### src/rtl/pc_csr_reg_pkg.sv
// Shared definitions for the pc_csr_reg front-end block.
// Covers the bus width, the read/write encodings and the machine-mode CSR addresses.
package pc_csr_reg_pkg;

    localparam int RegBusWidth = 32;
    typedef logic [RegBusWidth-1:0] reg_bus_t;

    localparam reg_bus_t ZeroWord = '0;

    localparam logic Read  = 1'b0;
    localparam logic Write = 1'b1;

    localparam logic [11:0] CSR_MSTATUS  = 12'h300;
    localparam logic [11:0] CSR_MISA     = 12'h301;
    localparam logic [11:0] CSR_MIE      = 12'h304;
    localparam logic [11:0] CSR_MTVEC    = 12'h305;
    localparam logic [11:0] CSR_MSCRATCH = 12'h340;
    localparam logic [11:0] CSR_MEPC     = 12'h341;
    localparam logic [11:0] CSR_MCAUSE   = 12'h342;
    localparam logic [11:0] CSR_MTVAL    = 12'h343;
    localparam logic [11:0] CSR_MIP      = 12'h344;
    localparam logic [11:0] CSR_MCYCLE   = 12'hB00;
    localparam logic [11:0] CSR_MCYCLEH  = 12'hB80;

endpackage

### src/rtl/pc_csr_reg_csr_file.sv
// Machine-mode CSR file: combinational read decode, one write port and the 64-bit mcycle counter.
module csr_file
    import pc_csr_reg_pkg::*;
#(
    parameter logic [31:0] MISA_VALUE = 32'h4000_0100
) (
    input  logic             clk,
    input  logic             rst_n,
    input  logic             we_i,
    input  logic [11:0]      csr_addr_i,
    input  reg_bus_t         csr_wdata_i,
    output reg_bus_t         csr_rdata_o
);

    reg_bus_t    r_mstatus;
    reg_bus_t    r_mie;
    reg_bus_t    r_mtvec;
    reg_bus_t    r_mscratch;
    reg_bus_t    r_mepc;
    reg_bus_t    r_mcause;
    reg_bus_t    r_mtval;
    reg_bus_t    r_mip;
    logic [63:0] r_mcycle;

    logic        w_write;
    assign w_write = (we_i == Write);

    always_ff @(posedge clk or negedge rst_n) begin
        if (!rst_n) begin
            r_mstatus  <= ZeroWord;
            r_mie      <= ZeroWord;
            r_mtvec    <= ZeroWord;
            r_mscratch <= ZeroWord;
            r_mepc     <= ZeroWord;
            r_mcause   <= ZeroWord;
            r_mtval    <= ZeroWord;
            r_mip      <= ZeroWord;
        end else if (w_write) begin
            case (csr_addr_i)
                CSR_MSTATUS:  r_mstatus  <= csr_wdata_i;
                CSR_MIE:      r_mie      <= csr_wdata_i;
                CSR_MTVEC:    r_mtvec    <= csr_wdata_i;
                CSR_MSCRATCH: r_mscratch <= csr_wdata_i;
                CSR_MEPC:     r_mepc     <= csr_wdata_i;
                CSR_MCAUSE:   r_mcause   <= csr_wdata_i;
                CSR_MTVAL:    r_mtval    <= csr_wdata_i;
                CSR_MIP:      r_mip      <= csr_wdata_i;
                default: ;
            endcase
        end
    end

    // A write to either half suppresses that cycle's increment for the whole counter.
    always_ff @(posedge clk or negedge rst_n) begin
        if (!rst_n) begin
            r_mcycle <= 64'd0;
        end else if (w_write && csr_addr_i == CSR_MCYCLE) begin
            r_mcycle[31:0] <= csr_wdata_i;
        end else if (w_write && csr_addr_i == CSR_MCYCLEH) begin
            r_mcycle[63:32] <= csr_wdata_i;
        end else begin
            r_mcycle <= r_mcycle + 64'd1;
        end
    end

    always_comb begin
        csr_rdata_o = ZeroWord;
        case (csr_addr_i)
            CSR_MSTATUS:  csr_rdata_o = r_mstatus;
            CSR_MISA:     csr_rdata_o = MISA_VALUE;
            CSR_MIE:      csr_rdata_o = r_mie;
            CSR_MTVEC:    csr_rdata_o = r_mtvec;
            CSR_MSCRATCH: csr_rdata_o = r_mscratch;
            CSR_MEPC:     csr_rdata_o = r_mepc;
            CSR_MCAUSE:   csr_rdata_o = r_mcause;
            CSR_MTVAL:    csr_rdata_o = r_mtval;
            CSR_MIP:      csr_rdata_o = r_mip;
            CSR_MCYCLE:   csr_rdata_o = r_mcycle[31:0];
            CSR_MCYCLEH:  csr_rdata_o = r_mcycle[63:32];
            default:      csr_rdata_o = ZeroWord;
        endcase
    end

endmodule

### src/rtl/pc_csr_reg.sv
// Front-end state of the RV32 core: the program counter plus the machine-mode CSR file.
// Jump outranks hold; otherwise the PC advances by 4 and wraps modulo 2^32.
module pc_csr_reg
    import pc_csr_reg_pkg::*;
#(
    parameter logic [31:0] RESET_PC   = 32'h0000_0000,
    parameter logic [31:0] MISA_VALUE = 32'h4000_0100
) (
    input  logic        clk,
    input  logic        rst_n,
    input  logic        hold_flag_i,
    input  logic        jump_flag_i,
    input  logic [31:0] jump_addr_i,
    output logic [31:0] pc_o,
    input  logic        we_i,
    input  logic [31:0] csr_addr_i,
    input  logic [31:0] csr_wdata_i,
    output logic [31:0] csr_rdata_o
);

    reg_bus_t r_pc;

    // Only the 12-bit CSR index is decoded; the upper address bits are don't-care.
    logic w_unused_addr_bits;
    assign w_unused_addr_bits = ^csr_addr_i[31:12];

    always_ff @(posedge clk or negedge rst_n) begin
        if (!rst_n) begin
            r_pc <= RESET_PC;
        end else if (jump_flag_i) begin
            r_pc <= jump_addr_i;
        end else if (!hold_flag_i) begin
            r_pc <= r_pc + 32'd4;
        end
    end

    assign pc_o = r_pc;

    csr_file #(
        .MISA_VALUE (MISA_VALUE)
    ) u_csr_file (
        .clk         (clk),
        .rst_n       (rst_n),
        .we_i        (we_i),
        .csr_addr_i  (csr_addr_i[11:0]),
        .csr_wdata_i (csr_wdata_i),
        .csr_rdata_o (csr_rdata_o)
    );

endmodule

### config.mk
export PLATFORM = sky130hd
export DESIGN_NAME = pc_csr_reg
export DESIGN_NICKNAME = d
export VERILOG_FILES = /design/src/rtl/pc_csr_reg_pkg.sv /design/src/rtl/pc_csr_reg_csr_file.sv /design/src/rtl/pc_csr_reg.sv
export SDC_FILE = /design/constraint.sdc
export NUM_CORES = 1
export LEC_CHECK = 0
export BUFFER_PORTS_ARGS = -buffer_cell sky130_fd_sc_hd__buf_2
export CAP_MARGIN = 20
export CELL_PAD_IN_SITES_DETAIL_PLACEMENT = 0
export CELL_PAD_IN_SITES_GLOBAL_PLACEMENT = 1
export CORE_MARGIN = 2
export CORE_UTILIZATION = 35
export CTS_CLUSTER_SIZE = 24
export DETAILED_ROUTE_END_ITERATION = 8
export PLACE_DENSITY_LB_ADDON = 0.1
export SLEW_MARGIN = 0
export SYNTH_ARGS = -nofsm -noshare
export SYNTH_HDL_FRONTEND = slang
export SYNTH_SLANG_ARGS = --single-unit
### constraint.sdc
create_clock -name clk -period 2.6 [get_ports clk]
set_input_delay 0.13 -clock clk [delete_from_list [all_inputs] [get_ports clk]]
set_output_delay 0.13 -clock clk [all_outputs]
set_load 0.05 [all_outputs]
==> impl_results.rst <==
.. list-table::
   :header-rows: 1

   * - Metric
     - Value
   * - Maximum clock frequency
     - just over 400 MHz
   * - Setup repair after global routing missed its margin
     - no
   * - Reg2reg setup slack
     - between 0.2 and 0.3 ns
   * - Main flop type after synthesis
     - sky130_fd_sc_hd__dfrtp_1
   * - Post-DP HPWL
     - around 40000 um
   * - Final weighted congestion in routability-driven placement
     - about 0.89
   * - Core Region
     - slightly above 0.05 mm^2
   * - GRT overflow
     - 0
   * - Initial DRC Count
     - roughly 980
   * - Number of vias per cell
     - ~5.5
   * - PortBufs
     - about 140
   * - Pins Over Slew Limit
     - 0
   * - Number of instances resized during post-cts repair
     - 0
   * - Net count of the mapped netlist
     - around 1700
   * - Asr flop ratio synth
     - 100%
   * - Fraction of layout instances using a drive strength above 1
     - between 30% and 40%
   * - Clock tree buffer depth
     - 3
   * - Vert. Die Dim
     - 230 um
   * - Area of the mapped netlist
     - ~0.018 mm^2
   * - Total global-route track usage
     - between 20% and 30%
   * - Setup Skew
     - around 0.019 ns
   * - Number of I/O pins
     - 165
   * - Row cnt
     - 82
   * - Root Buffer Master
     - sky130_fd_sc_hd__clkbuf_16
   * - CTS tree
     - done
   * - 1st-pass router iterations
     - 5
   * - Routed Antenna Nets
     - 0
   * - Clk sinks
     - between 300 and 400
   * - Area Growth Syn to Fin
     - 24.7%
   * - Total via count in the routed design
     - roughly 14000
   * - Cell depth of the worst flop-to-flop path
     - 7
   * - Cell leakage power
     - between 10 and 15 nW
   * - H-tree levels
     - 2
   * - Total Die Area
     - approximately 0.053 mm^2
   * - Post-route setup TNS
     - 0 ns
   * - Endpoint of the worst-slack reg-to-reg timing path
     - u_csr_file.r_mcycle[47]$_DFFE_PN0N_
   * - Worst setup path class
     - reg -> out
   * - Clock transition at the register clock pins on the worst setup and hold paths after CTS
     - 0.06 ns
   * - Maximum capacitance violations
     - 0
   * - Synthesized area divided by synthesized cell count
     - around 11 um^2
   * - Result of the run
     - complete, no violations
   * - Post-synth EDFFs
     - 0
   * - Synthesized flop and latch total
     - 352
   * - Final std cell area, no fill
     - between 0.02 and 0.025 mm^2
   * - Wire length per cell after detailed routing
     - ~24 um
   * - Worst relative slew slack
     - 49.6%
   * - Initial antenna violation count
     - 0
   * - Unique masters post-synth
     - between 70 and 80
   * - Warnings from Yosys
     - 0
   * - Number of buffers added by the clock tree synthesis step
     - 43
   * - Initial Utilization
     - between 30% and 40%
   * - Areal power density over the cells
     - about 590 mW/mm^2
   * - Number of global-route vias before repair
     - between 10000 and 15000
   * - Total wire length
     - approximately 61000 um
   * - Later-pin clock latency in the skew report
     - about 0.58 ns
   * - Final period util
     - slightly above 90%
   * - Number of cells produced by synthesis
     - about 1600
   * - Worst Max-Slew Pin Slew
     - ~0.76 ns
   * - Largest driver fanout on the critical path
     - 2
   * - Worst Setup End Kind
     - output pin
   * - Endpoints failing setup
     - 0
   * - Maximum VDD drop
     - approximately 0.00033 V
   * - Final Hold Viols
     - 0
   * - Instance area at placement
     - between 0.02 and 0.025 mm^2
   * - CP Data Arrival Time
     - between 2 and 2.5 ns
   * - # diodes
     - 0
   * - First-pass GRT wire length
     - 92400 um
   * - Crit path launch type
     - flip-flop
   * - Min Tclk post-route
     - between 2 and 2.5 ns
   * - Net count, final
     - 1951
   * - Number of design rule violations left after detail routing
     - 0
   * - Worst hold path type
     - in -> async
   * - Worst Path Required
     - around 2.5 ns
   * - Maximum number of pins on one net before global-route repair
     - 95
   * - Part of the Yosys area used for sequential elements
     - around half
   * - Reg2Reg Launch Point
     - u_csr_file.r_mcycle[13]$_DFFE_PN0P_
   * - Die extent in x
     - around 230 um
   * - Fin util
     - between 40% and 50%
sequential cells by signal, summed over array words and instances, names as in the netlist:
name                   cells
u_csr_file.r_mcycle       64
pc_o                      32
u_csr_file.r_mcause       32
u_csr_file.r_mepc         32
u_csr_file.r_mie          32
u_csr_file.r_mip          32
u_csr_file.r_mscratch     32
u_csr_file.r_mstatus      32
u_csr_file.r_mtval        32
u_csr_file.r_mtvec        32
area by class of cell:
class                      count  area [um^2]
clock buffer                  66         1330
clock inverter                13          160
fill                        4852        28000
inverter                      18         67.6
multi-input combinational   1110         8470
sequential                   352         8810
tap                          672          841
timing repair buffer         323         2610
power breakdown:
part           internal (W)  switching (W)  leakage [nW]
registers           0.00561       0.000132          4.66
clock network       0.00383        0.00248         0.736
logic              0.000366       0.000709          5.09
layer usage:
layer / part of all wire, % / wire length [um] / vias to the layer above / track usage, %
li1: - / - / 6442 / -
met4: 2.7 / 1610 / 0 / 7.34
met5: 0 / 0 / - / 0
met1: 47 / 28500 / 7192 / 32.3
met2: 45 / 27500 / 354 / 36.4
met3: 4.8 / 2930 / 84 / 3.73
critical path, cell delays in order (launching register included):
cell and delay (ns):
sky130_fd_sc_hd__dfrtp_1 0.38, sky130_fd_sc_hd__a22o_1 0.22, sky130_fd_sc_hd__a222oi_1 0.41, sky130_fd_sc_hd__o211ai_1 0.18, sky130_fd_sc_hd__a221o_1 0.29, sky130_fd_sc_hd__buf_2 0.22
cells in the mapped netlist (6+ instances only):
master                       n  area (um^2)
sky130_fd_sc_hd__o21ai_0    61          305
sky130_fd_sc_hd__buf_4       6         45.0
sky130_fd_sc_hd__a22o_1     23          201
sky130_fd_sc_hd__o22ai_1    11         68.8
sky130_fd_sc_hd__mux2_1     61          687
sky130_fd_sc_hd__nand2_1   121          454
sky130_fd_sc_hd__mux2i_1    31          310
sky130_fd_sc_hd__nor2b_1    12         75.1
sky130_fd_sc_hd__clkbuf_1   41          154
sky130_fd_sc_hd__o211ai_1   11         82.6
sky130_fd_sc_hd__a22oi_1    26          195
sky130_fd_sc_hd__a211oi_1   14          105
sky130_fd_sc_hd__nor3_1     37          185
sky130_fd_sc_hd__and2_1      8         50.1
sky130_fd_sc_hd__mux2_2    228         2570
sky130_fd_sc_hd__o32ai_1    16          140
sky130_fd_sc_hd__and4_1      9         78.8
sky130_fd_sc_hd__a221o_1    14          140
sky130_fd_sc_hd__buf_1      30          113
sky130_fd_sc_hd__o31ai_1     9         67.6
sky130_fd_sc_hd__xor2_1     19          166
sky130_fd_sc_hd__and3_1     10         62.6
sky130_fd_sc_hd__nand3_1    65          325
sky130_fd_sc_hd__nand4_1    24          150
sky130_fd_sc_hd__dfrtp_1   352         8810
sky130_fd_sc_hd__inv_1      18         67.6
sky130_fd_sc_hd__a21oi_1    66          330
sky130_fd_sc_hd__nor2_1    100          375
sky130_fd_sc_hd__nor4_1     11         68.8
sky130_fd_sc_hd__a222oi_1   24          240
sky130_fd_sc_hd__buf_2      47          235
sky130_fd_sc_hd__xnor2_1    15          131
how the worst max path moves through the flow:
stage	startpoint	slack [ns]	to
2_1_floorplan	pc_o[4]$_DFFE_PN0N_	0.34	pc_o[29]$_DFFE_PN0N_
3_3_place_gp	csr_addr_i[0]	0.18	csr_rdata_o[26]
3_5_place_dp	csr_addr_i[1]	0.22	csr_rdata_o[26]
4_1_cts	u_csr_file.r_mcycle[42]$_DFFE_PN0N_	0.19	csr_rdata_o[10]
5_1_grt	u_csr_file.r_mcycle[1]$_DFFE_PN0P_	0.06	u_csr_file.r_mcycle[62]$_DFFE_PN0N_
6_report	u_csr_file.r_mie[11]$_DFFE_PN0P_	0.19	csr_rdata_o[11]
cell families after synthesis:
| kind of cell | after synthesis | share of synthesized area, % |
|---|---|---|
| simple gates | 444 | 12.9 |
| flops | 352 | 49.3 |
| mux | 323 | 20.3 |
| compound gates | 307 | 12.1 |
| buf+inv | 148 | 3.64 |
| xor+xnor | 34 | 1.67 |
| fa+ha+maj | 2 | 0.140 |
cells in the final DEF (no fill, tap or decap), drive strengths merged, types with 41 or more instances in the layout:
cell type      n
dfrtp        352
mux2         289
buf          257
nand2        122
nor2         101
nand3         70
a21oi         66
dlygate4sd3   66
clkbuf        66
o21ai         61
nor3          41
stage by stage:
step                      instances  power, W  worst slack [ns]  hold WS (ns)
final                          2554    0.0131             0.189        0.0372
after CTS                      2554    0.0133             0.186        0.0111
after global routing           2554    0.0136            0.0562        0.0555
after global placement         2409   0.00682             0.180        0.0465
after detailed placement       2409   0.00683             0.218        0.0477
after floorplan                1610   0.00635             0.340        -0.166
repair_timing:
item / 4_1_cts / 5_1_grt
setup endpoints to repair: 0 / 0
buffers inserted: 0 / 0
endpoints found under the hold margin: 585 / 0
hold buffers: 66 / 0
(Power assumes the default switching activity.)
